## config.mk

```make
export PLATFORM = sky130hd
export DESIGN_NAME = uart_rx
export DESIGN_NICKNAME = d
export VERILOG_FILES = /design/src/rtl/uart_rx.sv
export SDC_FILE = /design/constraint.sdc
export NUM_CORES = 1
export LEC_CHECK = 0
export BUFFER_PORTS_ARGS = -buffer_cell sky130_fd_sc_hd__buf_2
export CORE_MARGIN = 5
export CORE_UTILIZATION = 40
export DETAILED_ROUTE_END_ITERATION = 10
export SKIP_LAST_GASP = 1
export SYNTH_ARGS = -nofsm -noshare
export SYNTH_HDL_FRONTEND = slang
export SYNTH_SLANG_ARGS = --single-unit
```

## constraint.sdc

```tcl
create_clock -name clk -period 3.3 [get_ports clk]
set_clock_uncertainty 0.15 [all_clocks]
set_input_delay 0 -clock clk [delete_from_list [all_inputs] [get_ports clk]]
set_output_delay 0 -clock clk [all_outputs]
set_load 0.01 [all_outputs]
```

## src/rtl/uart_rx.sv

```systemverilog
// uart_rx: 8N1-style serial receiver. The line is synchronised, the start bit
// is confirmed at mid-bit, each data bit is sampled at its centre (LSB first),
// and the stop bit decides between a VALID pulse and a FRAME_ERR pulse.
module uart_rx #(
    parameter int CLKS_PER_BIT = 16,
    parameter int DATA_BITS    = 8
) (
    input  logic                 clk,
    input  logic                 rst,
    input  logic                 RX,
    output logic [DATA_BITS-1:0] DATA,
    output logic                 VALID,
    output logic                 FRAME_ERR,
    output logic                 BUSY
);

    localparam int CW = $clog2(CLKS_PER_BIT);
    localparam int IW = $clog2(DATA_BITS);
    localparam logic [CW-1:0] CNT_HALF = CW'(CLKS_PER_BIT / 2 - 1);
    localparam logic [CW-1:0] CNT_FULL = CW'(CLKS_PER_BIT - 1);
    localparam logic [IW-1:0] IDX_LAST = IW'(DATA_BITS - 1);

    typedef enum logic [2:0] {
        S_IDLE,
        S_START,
        S_DATA,
        S_STOP,
        S_WAIT_IDLE
    } state_t;

    state_t               state_q, state_d;
    logic                 sync1_q;
    logic                 rx_s_q;
    logic [CW-1:0]        cnt_q, cnt_d;
    logic [IW-1:0]        idx_q, idx_d;
    logic [DATA_BITS-1:0] shreg_q, shreg_d;
    logic [DATA_BITS-1:0] data_q, data_d;
    logic                 valid_q, valid_d;
    logic                 ferr_q, ferr_d;
    logic                 busy_q, busy_d;

    // Two-flop synchroniser on the asynchronous line; idles high out of reset.
    always_ff @(posedge clk or posedge rst) begin
        if (rst) begin
            sync1_q <= 1'b1;
            rx_s_q  <= 1'b1;
        end else begin
            sync1_q <= RX;
            rx_s_q  <= sync1_q;
        end
    end

    // Next-state and next-output logic; counters restart at every bit boundary.
    always_comb begin
        state_d = state_q;
        cnt_d   = cnt_q;
        idx_d   = idx_q;
        shreg_d = shreg_q;
        data_d  = data_q;
        valid_d = 1'b0;
        ferr_d  = 1'b0;
        case (state_q)
            S_IDLE: begin
                cnt_d = '0;
                if (!rx_s_q) begin
                    state_d = S_START;
                end
            end
            S_START: begin
                if (cnt_q == CNT_HALF) begin
                    cnt_d = '0;
                    idx_d = '0;
                    // A line that is high again at mid-start-bit was a glitch.
                    state_d = rx_s_q ? S_IDLE : S_DATA;
                end else begin
                    cnt_d = cnt_q + CW'(1);
                end
            end
            S_DATA: begin
                if (cnt_q == CNT_FULL) begin
                    cnt_d   = '0;
                    shreg_d = {rx_s_q, shreg_q[DATA_BITS-1:1]};
                    if (idx_q == IDX_LAST) begin
                        idx_d   = '0;
                        state_d = S_STOP;
                    end else begin
                        idx_d = idx_q + IW'(1);
                    end
                end else begin
                    cnt_d = cnt_q + CW'(1);
                end
            end
            S_STOP: begin
                if (cnt_q == CNT_FULL) begin
                    cnt_d = '0;
                    if (rx_s_q) begin
                        data_d  = shreg_q;
                        valid_d = 1'b1;
                        state_d = S_IDLE;
                    end else begin
                        ferr_d  = 1'b1;
                        state_d = S_WAIT_IDLE;
                    end
                end else begin
                    cnt_d = cnt_q + CW'(1);
                end
            end
            S_WAIT_IDLE: begin
                // Hold off until the line recovers so a break is not read as 0x00 frames.
                if (rx_s_q) begin
                    state_d = S_IDLE;
                end
            end
            default: begin
                state_d = S_IDLE;
            end
        endcase
        busy_d = (state_d != S_IDLE);
    end

    // State and registered outputs.
    always_ff @(posedge clk or posedge rst) begin
        if (rst) begin
            state_q <= S_IDLE;
            cnt_q   <= '0;
            idx_q   <= '0;
            shreg_q <= '0;
            data_q  <= '0;
            valid_q <= 1'b0;
            ferr_q  <= 1'b0;
            busy_q  <= 1'b0;
        end else begin
            state_q <= state_d;
            cnt_q   <= cnt_d;
            idx_q   <= idx_d;
            shreg_q <= shreg_d;
            data_q  <= data_d;
            valid_q <= valid_d;
            ferr_q  <= ferr_d;
            busy_q  <= busy_d;
        end
    end

    assign DATA      = data_q;
    assign VALID     = valid_q;
    assign FRAME_ERR = ferr_q;
    assign BUSY      = busy_q;

endmodule

```

Word level (Yosys, flattened, before mapping)
Cells that the tools add are included.
{"block": "totals", "word_cells": 51, "ram_bits": 0, "n_memories": 0, "regBits": 31, "latchBits": 0, "mem_bits_ro": 0, "output_inout_bits": 11}
{"block": "classes", "multipliers": 0, "reduce_logical": 8, "n_mux": 22, "eq_ne": 9, "bitwise_logic": 0, "addsub": 2, "magnitude_cmp": 0, "n_shift": 0, "div_mod_pow": 0}
{"operator": "2-to-1 mux 3 bit", "count": 10}
{"operator": "case mux 3 bit (5 select lines)", "count": 1}
{"operator": "case mux 4 bit (3 select lines)", "count": 1}
{"operator": "2-to-1 mux 4 bit", "count": 2}
{"operator": "== test 3 x 2 -> 1 bit (second input constant)", "count": 2}
{"operator": "== test 3 bit (second input constant)", "count": 2}
{"operator": "2-to-1 mux 1 bit", "count": 6}
{"operator": "case mux 3 bit (2 select lines)", "count": 1}
{"operator": "AND reduction 3 bit", "count": 2}
{"operator": "nonzero test 3 bit", "count": 2}
{"operator": "adder 4 x 1 -> 4 bit (second input constant)", "count": 1}
{"operator": "== test 4 x 3 -> 1 bit (second input constant)", "count": 1}
{"operator": "== test 4 bit (second input constant)", "count": 1}
{"operator": "!= test 2 bit (second input constant)", "count": 2}
{"operator": "adder 3 x 1 -> 3 bit (second input constant)", "count": 1}
{"operator": "== test 3 x 1 -> 1 bit (second input constant)", "count": 1}
{"operator": "zero test 3 bit", "count": 1}
{"operator": "2-to-1 mux 2 bit", "count": 1}
{"operator": "AND reduction 2 bit", "count": 1}
{"operator": "nonzero test 2 bit", "count": 1}
{"operator": "OR reduction 2 bit", "count": 1}

Longest topological paths before layout
{"block": "depth", "ltp_word": 5, "depth_mapped": 6, "depth_no_buf": 6}

Worst setup path before layout
OpenSTA, ideal clock, no wires.
{"block": "synth_timing", "kind": "register -> register", "startpoint": "register cnt_q[0]", "endpoint": "register data_q[0], in the netlist DATA[0]", "stages_incl_launch_ff": 6, "t_required_ps": 3025, "setup_slack_ps": 1510, "arrival_time_ps": 1515, "setup_time_ps": 125, "n_path_buf": 0, "path_cell_list": "dfrtp_1 ha_1 and3_1 and3_1 nand2_2 mux2_2"}
{"block": "synth_between", "elab_chain_cells": 2}
{"item": "from (decl)", "line_no": "34", "rtl": "logic [CW-1:0] cnt_q, cnt_d;"}
{"item": "from (signal assigned)", "line_no": "134", "rtl": "cnt_q <= cnt_d;"}
{"item": "== test 4 bit", "line_no": "94", "rtl": "if (cnt_q == CNT_FULL) begin"}
{"item": "AND reduction 3 bit (no line)"}
{"item": "to (signal assigned)", "line_no": "137", "rtl": "data_q <= data_d;"}
{"item": "to (decl)", "line_no": "37", "rtl": "logic [DATA_BITS-1:0] data_q, data_d;"}
Every way passes these cells.
A chain may end at the register's enable or synchronous reset.

Worst setup path in the final report
{"block": "layout_timing", "startpoint": "register cnt_q[0]", "endpoint": "register data_q[4], in the netlist DATA[4]"}
The elaborated chain is that of the path after synthesis.

==> metrics.csv <==
stage,metric,value,unit
sta,worst slew pin tran,1.04,ns
power,maximum vdd drop,0.311,mV
placement,IO Port Bufs,13,
die,starting density of the core,0.427,
drt,routed vias/inst,5.03,
critical_path,delay of the slowest critical-path stage,0.42,ns
power,Switch Pwr,0.000293,W
sta,setup repair after global routing missed its margin,false,
clocking,clock transition at the registers of the reported paths,0.09,ns
critical_path,CP max stage cell,dfrtp_1,
global_routing,total global routing overflow,0,
global_routing,met2 GRT Util,0.188,
final_layout,area delta synth->final,14.5,%
sta,final worst-path cycle share,0.597,
final_layout,Layout fillers,305,
critical_path,crit-path cells,ha_1 > and3_1 > and3_1 > nand2_2 > mux2_2,
final_layout,most frequent cells in the layout,"29 x dfrtp_1, 16 x mux2_2, 13 x buf_2, 7 x nor2_1, 7 x o21ai_0",
drt,Starting DRT DRC Count,9,
drt,Remaining DRCs,0,
global_routing,GRT Util Overall,0.122,
die,core area,3100,um^2
power,Leak,0.802,nW
sta,Rel. slew slack,0.308,
clocking,Root Driver,clkbuf_4,
die,chip height,67.6,um
final_layout,proportion of layout cells with a drive suffix above 1,0.328,
power,Comb power frac,0.220,
flow_run,max-cap violation count,0,
drt,post-DR wirelength/cell,12.8,um
clocking,Clock Path Buffers,2,
logic_synthesis,Syn Nets,112,
clocking,cts bufs inserted,5,
drt,total number of vias,865,
final_layout,fin cells,172,
power,Tot Pwr,0.000887,W
clocking,Clock Latency Late Sink,0.33,ns
global_routing,number of global-route vias before repair,873,
critical_path,Worst EP arrival,2.04,ns
power,power density cells,585,nW/um^2
drt,post-route ant nets,0,
sta,setup_tns,0,ns
critical_path,Worst setup EP type,flip-flop,
die,num ports,14,
clocking,H-tree depth,2,
clocking,clk sink count,31,
power,Internal Power,0.000594,W
logic_synthesis,Cell variety after synth,26,
placement,placed cells,162,
drt,routed wire length,2.21,mm
critical_path,worst-path fanout max,9,
global_routing,M1 GR Usage,0.146,
die,die boundary width,67.6,um
sta,Slew Limit Fails,0,
logic_synthesis,sequential area share after synthesis,0.587,
sta,hold slack,0.164,ns
logic_synthesis,syn_area_per_cell,12.5,um^2
sta,Final Hold Fails,0,
critical_path,Crit path top cell by count,and3_1,
die,row count,20,
clocking,Post-CTS Setup Inserts,0,
min_path,Worst Hold Class,in -> reg,
logic_synthesis,number of synthesis warnings,0,
placement,hpwl dp,1.59,mm
clocking,CTS resizes,0,
global_routing,Most Crowded Layer GR,met2,
logic_synthesis,synthesized cell area,1330,um^2
die,Die Footprint,4560,um^2
sta,Max Fclk,508,MHz
final_layout,n_diodes,0,
power,clock power share,0.237,
global_routing,largest net degree at the start of global routing,30,
critical_path,CP Launch Type,flip-flop,
sta,endpoints failing setup,0,
final_layout,final core utilization,0.489,
global_routing,initial antenna violation count,0,
final_layout,"most common cell after layout, fill and taps aside",dfrtp_1,
power,sw frac,0.330,
placement,Final Wtd Congestion,0.852,
global_routing,first-pass GRT wire length,4.08,mm
clocking,CTS tree,yes,
global_routing,met3 usage,0.0466,
power,Reg power frac,0.542,
final_layout,nets,133,
logic_synthesis,Cells after Synth,106,
drt,Initial DRT Pass Iterations,4,
critical_path,Setup CP Type,reg -> reg,
critical_path,Worst Path Required,3.37,ns
outcome,status,finished clean,
sta,fin crit period,1.97,ns
logic_synthesis,Yosys reg bits,31,
==> registers in the layout, summed over array words and instances, names as in the netlist <==
register / count
DATA: 8
state_q: 3
cnt_q: 4
shreg_q: 8
rx_s_q: 1
BUSY: 1
FRAME_ERR: 1
VALID: 1
idx_q: 3
sync1_q: 1
==> synthesized netlist by cell type, drive strengths merged <==
| cell type | number | area [um^2] |
|---|---|---|
| o211ai | 1 | 7.51 |
| o21ai | 7 | 35.0 |
| nor2b | 3 | 18.8 |
| nand2 | 6 | 25.0 |
| dfstp | 2 | 52.6 |
| or3b | 1 | 11.3 |
| nor2 | 8 | 46.3 |
| a21oi | 2 | 10.0 |
| xor2 | 1 | 8.76 |
| clkbuf | 1 | 3.75 |
| buf | 1 | 5.00 |
| and2 | 1 | 6.26 |
| dfrtp | 29 | 726 |
| a221oi | 1 | 8.76 |
| ha | 3 | 37.5 |
| nor3 | 3 | 15.0 |
| mux2i | 1 | 10.0 |
| o32ai | 1 | 8.76 |
| and3 | 4 | 25.0 |
| inv | 6 | 22.5 |
| mux2 | 19 | 214 |
| nand3 | 4 | 20.0 |
| nor3b | 1 | 7.51 |
==> cells by family after synthesis <==
family	count (synthesis)	synth area share
AO/OA/AOI/OAI	12	0.0529
XOR/XNOR	1	0.00661
adder cells (fa/ha/maj)	3	0.0283
buffers and inverters	8	0.0236
flip-flops	31	0.587
multiplexers	20	0.169
AND/OR/NAND/NOR	31	0.132
==> critical path, delay by kind of cell, from the launching register on <==
| kind | cells | cell delay [ns] |
|---|---|---|
| AND/OR/NAND/NOR | 3 | 0.64 |
| flip-flops | 1 | 0.42 |
| multiplexers | 1 | 0.37 |
| adder cells (fa/ha/maj) | 1 | 0.29 |
==> final timing paths <==
| path | from | to | slack (ns) | cells after the start |
|---|---|---|---|---|
| worst max register to register | cnt_q[0] | DATA[4] | 1.33 | 5 |
| min in group asynchronous | rst | DATA[5] | 0.31 | 3 |
| worst min-delay path | RX | sync1_q | 0.16 | 2 |
| max in group asynchronous | rst | DATA[0] | 2.06 | 4 |
| worst max-delay path | cnt_q[0] | DATA[4] | 1.33 | 5 |
| worst min register to register | sync1_q | rx_s_q | 0.21 | 0 |
==> power groups by stage <==
stage / Sequential [W] / Clock (W) / Combinational, W
floorplan: 0.000470 / 0 / 0.000162
global placement: 0.000484 / 0 / 0.000188
detailed placement: 0.000487 / 0 / 0.000195
CTS: 0.000480 / 0.000221 / 0.000199
global route: 0.000491 / 0.000239 / 0.000228
finish: 0.000481 / 0.000211 / 0.000195
==> final cells by class <==
class	count	area [um^2]	area share
well taps	44	55.1	0.0363
repair buffers	16	92.6	0.0610
clock buffers	6	41.3	0.0272
flip-flops and latches	31	778	0.513
clock inverters	2	12.5	0.00824
inverters	6	22.5	0.0148
multi-input cells	67	515	0.340
==> layer usage <==
metal	share of wire	vias up
met5	0	-
met4	0.029	0
met3	0.046	9
met2	0.49	16
met1	0.44	428
li1	-	412
==> stage by stage <==
| stage | setup slack [ns] | cell area, um^2 |
|---|---|---|
| after floorplan | 1.51 | 1330 |
| after global placement | 1.42 | 1440 |
| after detailed placement | 1.36 | 1440 |
| after CTS | 1.34 | 1520 |
| after global routing | 1.24 | 1520 |
| final | 1.33 | 1520 |
==> what timing repair did <==
action | CTS | global route
hold buffers | 2 | 0
hold endpoints to repair | 27 | 0
setup endpoints to repair | 0 | 0
(Power assumes the default switching activity.)
